$ cat src/rtl/rr_credit_dispatcher.sv
// Round-robin dispatcher: forwards each ingress request to the next worker that still has credit.
// Latency: one cycle from accept to out_valid; credits and the pointer update on the accept edge.
// Backpressure: in_ready drops while an offer waits on out_ready[sel], while disabled, or when every worker is out of credit.
module rr_credit_dispatcher #(
    parameter int NUM_WORKERS = 4,
    parameter int DATA_BITS   = 32,
    parameter int MAX_CREDITS = 5,
    parameter int CREDIT_BITS = 3,
    parameter int PTR_BITS    = 2
) (
    input  logic                               clk,
    input  logic                               resetn,
    input  logic                               enable,
    input  logic                               in_valid,
    input  logic [DATA_BITS-1:0]               in_data,
    output logic                               in_ready,
    output logic [NUM_WORKERS-1:0]             out_valid,
    output logic [DATA_BITS-1:0]               out_data,
    input  logic [NUM_WORKERS-1:0]             out_ready,
    input  logic [NUM_WORKERS-1:0]             done,
    output logic [NUM_WORKERS*CREDIT_BITS-1:0] credits,
    output logic [PTR_BITS-1:0]                grant_ptr,
    output logic                               all_busy,
    output logic                               credit_err
);

    localparam logic [0:0] ST_IDLE  = 1'b0;
    localparam logic [0:0] ST_OFFER = 1'b1;

    localparam logic [CREDIT_BITS-1:0] CRED_MAX = CREDIT_BITS'(MAX_CREDITS);
    localparam logic [PTR_BITS-1:0]    PTR_LAST = PTR_BITS'(NUM_WORKERS - 1);

    logic [0:0]             state;
    logic [PTR_BITS-1:0]    sel;
    logic [PTR_BITS-1:0]    sel_next;
    logic [PTR_BITS-1:0]    ptr_q;
    logic [DATA_BITS-1:0]   data_q;
    logic                   err_q;
    logic [CREDIT_BITS-1:0] credit [NUM_WORKERS];

    logic [NUM_WORKERS-1:0] credit_nz;
    logic [NUM_WORKERS-1:0] dec;
    logic [PTR_BITS-1:0]    pick_hi;
    logic [PTR_BITS-1:0]    pick_lo;
    logic                   found_hi;
    logic                   found_lo;
    logic                   xfer;
    logic                   accept;

    // Rotating priority: first worker with credit at or above the pointer, else first below it.
    always_comb begin
        credit_nz = '0;
        pick_hi   = '0;
        pick_lo   = '0;
        found_hi  = 1'b0;
        found_lo  = 1'b0;
        for (int i = 0; i < NUM_WORKERS; i++) begin
            credit_nz[i] = (credit[i] != '0);
            if (credit_nz[i] && (PTR_BITS'(i) >= ptr_q) && !found_hi) begin
                pick_hi  = PTR_BITS'(i);
                found_hi = 1'b1;
            end
            if (credit_nz[i] && (PTR_BITS'(i) < ptr_q) && !found_lo) begin
                pick_lo  = PTR_BITS'(i);
                found_lo = 1'b1;
            end
        end
        sel_next = found_hi ? pick_hi : pick_lo;
    end

    assign all_busy = ~|credit_nz;
    assign xfer     = (state == ST_OFFER) && out_ready[sel];
    assign in_ready = enable && !all_busy && ((state == ST_IDLE) || xfer);
    assign accept   = in_valid && in_ready;

    // One-hot offer to the selected worker, and the per-worker decrement strobe.
    always_comb begin
        out_valid = '0;
        dec       = '0;
        if (state == ST_OFFER) begin
            out_valid[sel] = 1'b1;
        end
        for (int i = 0; i < NUM_WORKERS; i++) begin
            dec[i] = accept && (sel_next == PTR_BITS'(i));
        end
    end

    // Offer state, captured payload, target worker and rotation pointer.
    always_ff @(posedge clk or negedge resetn) begin
        if (!resetn) begin
            state  <= ST_IDLE;
            sel    <= '0;
            data_q <= '0;
            ptr_q  <= '0;
        end else if (accept) begin
            state  <= ST_OFFER;
            sel    <= sel_next;
            data_q <= in_data;
            ptr_q  <= (sel_next == PTR_LAST) ? '0 : sel_next + PTR_BITS'(1);
        end else if (xfer) begin
            state  <= ST_IDLE;
        end
    end

    // Credit counters: accept takes one, done returns one, both together cancel; overflow is flagged.
    always_ff @(posedge clk or negedge resetn) begin
        if (!resetn) begin
            err_q <= 1'b0;
            for (int i = 0; i < NUM_WORKERS; i++) begin
                credit[i] <= CRED_MAX;
            end
        end else begin
            for (int i = 0; i < NUM_WORKERS; i++) begin
                if (dec[i] && !done[i]) begin
                    credit[i] <= credit[i] - CREDIT_BITS'(1);
                end else if (done[i] && !dec[i]) begin
                    if (credit[i] == CRED_MAX) begin
                        err_q <= 1'b1;
                    end else begin
                        credit[i] <= credit[i] + CREDIT_BITS'(1);
                    end
                end
            end
        end
    end

    // Flatten the counters into the packed status bus, worker i in slice i.
    always_comb begin
        credits = '0;
        for (int i = 0; i < NUM_WORKERS; i++) begin
            credits[i*CREDIT_BITS +: CREDIT_BITS] = credit[i];
        end
    end

    assign out_data   = data_q;
    assign grant_ptr  = ptr_q;
    assign credit_err = err_q;

endmodule

$ cat config.mk
export PLATFORM = sky130hd
export DESIGN_NAME = rr_credit_dispatcher
export DESIGN_NICKNAME = d
export VERILOG_FILES = /design/src/rtl/rr_credit_dispatcher.sv
export SDC_FILE = /design/constraint.sdc
export NUM_CORES = 1
export LEC_CHECK = 0
export ABC_AREA = 1
export BUFFER_PORTS_ARGS = -buffer_cell sky130_fd_sc_hd__buf_2
export CAP_MARGIN = 5
export CORE_MARGIN = 3
export CORE_UTILIZATION = 35
export DETAILED_ROUTE_END_ITERATION = 8
export RECOVER_POWER = 100
export SYNTH_ARGS = -nofsm -noshare
export SYNTH_HDL_FRONTEND = slang
export SYNTH_SLANG_ARGS = --single-unit
$ cat constraint.sdc
create_clock -name clk -period 3.7 [get_ports clk]
set_clock_uncertainty 0.1 [all_clocks]
set_input_delay 0.37 -clock clk [delete_from_list [all_inputs] [get_ports clk]]
set_output_delay 0.37 -clock clk [all_outputs]
set_load 0.05 [all_outputs]
* After elaboration in Yosys (flattened, before gate mapping)
Cells that the tools add are included.
** Storage, ports and cells
- Output and inout port bits :: 53
- Input port bits :: 44
- Logic and storage cells :: 148
- Register bits after elaboration :: 50
** Cells by class
- Reduce and logical (&&, ||, !) cells :: 62
- Add/sub/neg operators :: 9
- Order comparisons :: 10
- Muxes and demuxes :: 46
- Bitwise logic cells :: 1
- Equal/unequal tests :: 11
** Operator list (count)
- $mux W3 :: 12
- $logic_and A1 B1 Y1 :: 31
- $mux W1 :: 25
- $logic_not A1 Y1 :: 15
- $add A3 B1 Y3 const B :: 4
- $eq A3 B3 Y1 const B :: 4
- $mux W2 :: 6
- $reduce_bool A3 Y1 :: 4
- $sub A3 B1 Y3 const B :: 4
- $reduce_bool A2 Y1 :: 5
- $ne A2 B2 Y1 const B :: 4
- $reduce_and A2 Y1 :: 4
- $eq A2 B2 Y1 const B :: 2
- $ge A1 B2 Y1 const A :: 2
- $ge A2 B2 Y1 const A :: 2
- $lt A1 B2 Y1 const A :: 2
- $lt A2 B2 Y1 const A :: 2
- $mux W4 :: 1
- $reduce_or A4 Y1 :: 1
- $lt A2 B3 Y1 const B :: 1
- $add A2 B1 Y2 const B :: 1
- $bmux W1 S2 :: 1
- $demux W1 S2 :: 1
- $eq A2 B1 Y1 const B :: 1
- other kinds (4) :: 4

* Logic depth before layout (Yosys ltp)
- Depth in word-level cells :: 28
- Gate-level depth with buffers :: 16
- Gate-level depth less buffers :: 16

* Least setup slack after synthesis
Ideal clock, no wire load.
- Path type :: reg-to-reg
- From :: register credit (netlist bit credits[1])
- To :: register credit (netlist bit credits[11])
- Setup slack :: 0.701 ns
- Path buffers :: 0
- Arrival :: 2.824 ns
- Period minus slack after synthesis :: 2.999 ns
- Cell stages (with the launch flop) :: 15
- Path through :: dfrtp_1 nor2_1 nand2_1 nor2_2 nand3b_1 a21oi_1 ha_1 nand2_4 inv_2 ha_1 inv_1 fa_1 or2_2 a21oi_1 xor2_1
** On the way
- Word-level cells in the longest chain between the ends :: 19
- Elaborated cells on any way between the ends :: 42
- Those cells by class :: eq/ne (2); mux (15); reduce/logical (25)
** Ends and longest elaborated chain
- start, declared :: line 39 : logic [CREDIT_BITS-1:0] credit [NUM_WORKERS];
- start signal, assigned by index :: line 115 : credit[i] <= credit[i] - CREDIT_BITS'(1);
- start signal, assigned by index :: line 120 : credit[i] <= credit[i] + CREDIT_BITS'(1);
- $reduce_bool A3 Y1 (*) :: line 58 : credit_nz[i] = (credit[i] != '0);
- $logic_and A1 B1 Y1, on equally long branches :: line 63, 59
- $mux W1, on equally long branches :: line 63, 59
- $logic_not A1 Y1, on equally long branches :: line 63, 59
- $logic_and A1 B1 Y1, on equally long branches :: line 63, 59
- $mux W1, on equally long branches :: line 63, 59
- $logic_not A1 Y1, on equally long branches :: line 63, 59
- $logic_and A1 B1 Y1, on equally long branches :: line 63, 59
- [... 4 more ...]
- $mux W2 (*) :: line 68 : sel_next = found_hi ? pick_hi : pick_lo;
- named net sel_next[1] :: line 35 : logic [PTR_BITS-1:0] sel_next;
- $eq A2 B2 Y1 (*) :: line 84 : dec[i] = accept && (sel_next == PTR_BITS'(i));
- $logic_and A1 B1 Y1 (*) :: line 84
- $logic_not A1 Y1 :: line 116 : end else if (done[i] && !dec[i]) begin
- $logic_and A1 B1 Y1 :: line 116
- $reduce_bool A2 Y1 (no source line)
- $reduce_and A2 Y1 (no source line)
The timed path passes the listed nets; every way through them passes the cells marked *.
A chain may end at the register's enable or synchronous reset.

* Final worst setup path
- From :: register credit (netlist bit credits[3])
- To :: register credit (netlist bit credits[5])
** On the way
- Word-level cells in the longest chain between the ends :: 17
- Elaborated cells on any way between the ends :: 43
- Those cells by class :: add/sub (2); eq/ne (3); mux (15); reduce/logical (23)
** Ends and longest elaborated chain
- $reduce_bool A3 Y1 :: line 58
- $logic_and A1 B1 Y1, on equally long branches (2 in a row) :: line 63, 59
- $mux W1, on equally long branches :: line 63, 59
- $logic_not A1 Y1, on equally long branches :: line 63, 59
- $logic_and A1 B1 Y1, on equally long branches :: line 63, 59
- $mux W1, on equally long branches :: line 63, 59
- $logic_not A1 Y1, on equally long branches :: line 63, 59
- $logic_and A1 B1 Y1, on equally long branches :: line 63, 59
- $mux W2, or another cell as far along :: line 63 : if (credit_nz[i] && (PTR_BITS'(i) < ptr_q) && !found_lo) begin
- $mux W2 :: line 68
- $eq A2 B1 Y1 :: line 84
- $logic_and A1 B1 Y1 :: line 84
- $logic_not A1 Y1 :: line 116
- $logic_and A1 B1 Y1 :: line 116
- $reduce_bool A2 Y1 (no source line)
- $reduce_and A2 Y1 (no source line)
Several ways; a longest one is shown, not always the timed one. The select of a mux whose other input is x is not followed.

==> results.toml <==
[worst_setup_path]
path_class = "flop to flop"
worstSetupEndpointType = "flop"
path_common_cell = "inv_1"
worstRegToRegCells = 14
cp_max_fo = 6
max_stage_delay_ps = 590
cp_slowest_cell = "dfstp_1"
path_buf_inv = 3
timing.rr.end = "credits[5]"
cp.arrival_ps = 3300
cp.required_ps = 3830
reg2reg_slack_ps = 530
rr_startpoint = "credits[3]"
cp_top_family = "simple AND/OR/NAND/NOR gates"
cp_cell_sequence = "inv_1, nand2_1, nor2_1, nand2_1, nand3_1, nor2_2, nand2_4, inv_1, ha_1, inv_1, fa_1, or2_2, a21oi_1, xor2_1"
crit_path_start_kind = "flop"

[yosys]
ys_seq_elements = 50
synthCells = 311
synth.avg_cell_area_um2 = 8.392
yosysSeqAreaShare_pct = 48.32
synthesis.nets = 371
synth_edf_count = 0
synth-async-reset-ratio_pct = 100.0
ys_warn_count = 0
synthDistinctLibCells = 27
synth_area_um2 = 2610
synth-main-ff-cell = "dfrtp_1"

[timing]
relSlewSlack_pct = -25.48
drv_slew = 74
whs_ps = 154.6
rsz0062_at_grt = "false"
setup_viol = 0
finalHoldViolations = 0
final.min_clock_period_ps = 3170
fin_ws_ps = 530.4
worstMarginPinSlew_ps = 1882
tns_ps = 0
fmax_mhz = 315.5
period_share_pct = 85.66

[min_path]
hold_end = "out_data[19]"
min-delay-start = "in_data[19]"
hold_class = "primary input to flop"
holdPathStages = 3

[drt]
wl_um = 5795
drc = 0
dr.pass1.iters = 4
vias_per_cell = 4.276
drtIter0Drc = 52
avgRoutedWirePerCell_um = 11.43
antenna_left = 0
via_count = 2168

[placement]
port_buffers = 96
dp_slack_ps = 685.9
hpwl_um = 4374
placed_cells = 499
gp_congestion = 0.7843

[global_routing]
grt_overflow = 0
grt_use_met1_pct = 18.58
use_met3_pct = 2.681
grt_max_degree = 38
use_met2_pct = 22.48
grt_first_pass_wirelength_um = 9570
busiest_layer = "met2"
antenna_found_initial = 0
grt_usage_pct = 13.74
grt_pass1_vias = 2044

[clock_network]
cts-htree-levels = 2
cts_setup_buffers = 0
post_cts_resized = 0
clock_latency_ps = 300
clockRootBuffer = "clkbuf_8"
cts.sinks = 50
cts_tree = "yes"
numCtsBuffers = 5
path_clk_slew_ps = 100
clock_path_buffers = 2
cts_hold_buf = 0

[cells_and_area]
syn_to_final_growth_pct = 21.14
drive_gt1_share_pct = 17.76
stdcell_count = 507
antenna_cells = 0
n_fill_cell = 728
final_net_count = 470

[outcome]
violations = "max-capacitance violations, max-slew violations"
status = "complete, but fails checks"

[floorplanning]
fp.dieW_um = 92.36
core_area_um2 = 7019
io_pins = 97
start_util_pct = 37.18
die_y_um = 92.36
die-area_um2 = 8529
num_rows = 30

[flow_run]
cap_violations = 2

[power_and_ir_drop]
p_leak_nw = 1.736
finalPower_mw = 3.188
peakVddDrop_mv = 0.4864
power_density_nw_per_um2 = 1008
## cell usage after synthesis (6+ instances only)
cell type / number / share of area, %
nand2_1: 145 / 21
dfrtp_1: 42 / 40
inv_1: 32 / 4.6
ha_1: 12 / 5.8
a21oi_1: 9 / 1.7
dfstp_2: 8 / 8.1
o21ai_0: 8 / 1.5
inv_2: 6 / 0.86
nor2_1: 6 / 0.86
## where the power goes
| part | switching (mW) | total, mW | internal (mW) | leakage, nW |
|---|---|---|---|---|
| Clock | 0.191 | 0.345 | 0.154 | 0.0478 |
| Combinational | 1.44 | 1.83 | 0.394 | 1.09 |
| Sequential | 0.190 | 1.01 | 0.821 | 0.601 |
| Total | 1.82 | 3.19 | 1.37 | 1.74 |
## stage by stage
step / util [%] / area, µm²
floorplan: - / 2610
global placement: 45.08 / 3164
detailed placement: 45.08 / 3164
CTS: 46.49 / 3263
global route: 45.04 / 3162
finish: 45.04 / 3162
## layout by cell type, fill, tap and decap left out
master | Yosys | routed
clkinvlp_4 | 0 | 1
nor2_1 | 6 | 7
a21oi_1 | 9 | 9
clkbuf_1 | 0 | 55
ha_1 | 12 | 12
nor2_2 | 1 | 1
nand2_2 | 3 | 2
dfstp_2 | 8 | 7
dfstp_1 | 0 | 1
fa_1 | 4 | 4
dfrtp_1 | 42 | 42
buf_4 | 0 | 2
nor3_1 | 4 | 4
buf_2 | 3 | 42
o21ai_0 | 8 | 8
nand2_1 | 145 | 146
inv_2 | 6 | 2
clkbuf_8 | 0 | 6
xor2_1 | 4 | 4
nand3b_1 | 1 | 1
o211ai_1 | 1 | 1
nand3_2 | 2 | 1
inv_6 | 0 | 1
inv_1 | 32 | 36
nand3_1 | 1 | 2
nand2_4 | 4 | 4
o21bai_1 | 1 | 1
nand4_1 | 4 | 5
or2_2 | 4 | 4
## layer usage
layer	part of all wire (%)	vias to the layer above
li1	-	1137
met1	47	974
met2	47	53
met3	4.8	4
met4	1.1	0
met5	0	-
## worst register-to-register path: cells and delay by family, from the launching register on
family,cells,cell delay (ps)
AOI/OAI and AO/OA,1,170
xor gates and xnor gates,1,160
adders and majority gates,2,550
buffers and inverters,3,250
DFF,1,590
and+or+nand+nor,7,1280
## registers in the layout, summed over array words and instances, names as in the netlist
signal and cells:
credits 12, credit_err 1, grant_ptr 2, state 1, out_data 32, sel 2
## layout make-up
| class | instances | area, µm² | area share (%) |
|---|---|---|---|
| tap | 96 | 120.1 | 3.799 |
| sequential | 50 | 1261 | 39.89 |
| multi-input combinational | 216 | 1107 | 35.02 |
| clock buffer | 6 | 82.58 | 2.612 |
| timing repair buffer | 99 | 431.7 | 13.65 |
| inverter | 38 | 142.6 | 4.511 |
| clock inverter | 2 | 16.27 | 0.5144 |
## worst max-delay path by stage
stage / from / end / slack, ps / depth (start not counted)
3_3_place_gp: credits[1] / credits[8] / 730 / 14
2_1_floorplan: credits[1] / credits[11] / 700 / 14
6_report: credits[3] / credits[5] / 530 / 14
5_1_grt: credits[3] / credits[5] / 230 / 14
3_5_place_dp: credits[1] / credits[8] / 690 / 14
4_1_cts: credits[1] / credits[8] / 660 / 14
## cells by family (layout without fill, tap and decap cells)
| kind of cell | Yosys count | after routing | share of synthesized area [%] |
|---|---|---|---|
| AOI/OAI and AO/OA | 19 | 19 | 3.835 |
| and+or+nand+nor | 177 | 177 | 29.58 |
| xor gates and xnor gates | 4 | 4 | 1.342 |
| DFF | 50 | 50 | 48.32 |
| adders and majority gates | 16 | 16 | 8.821 |
| buffers and inverters | 45 | 145 | 8.102 |
(Power assumes the default switching activity.)
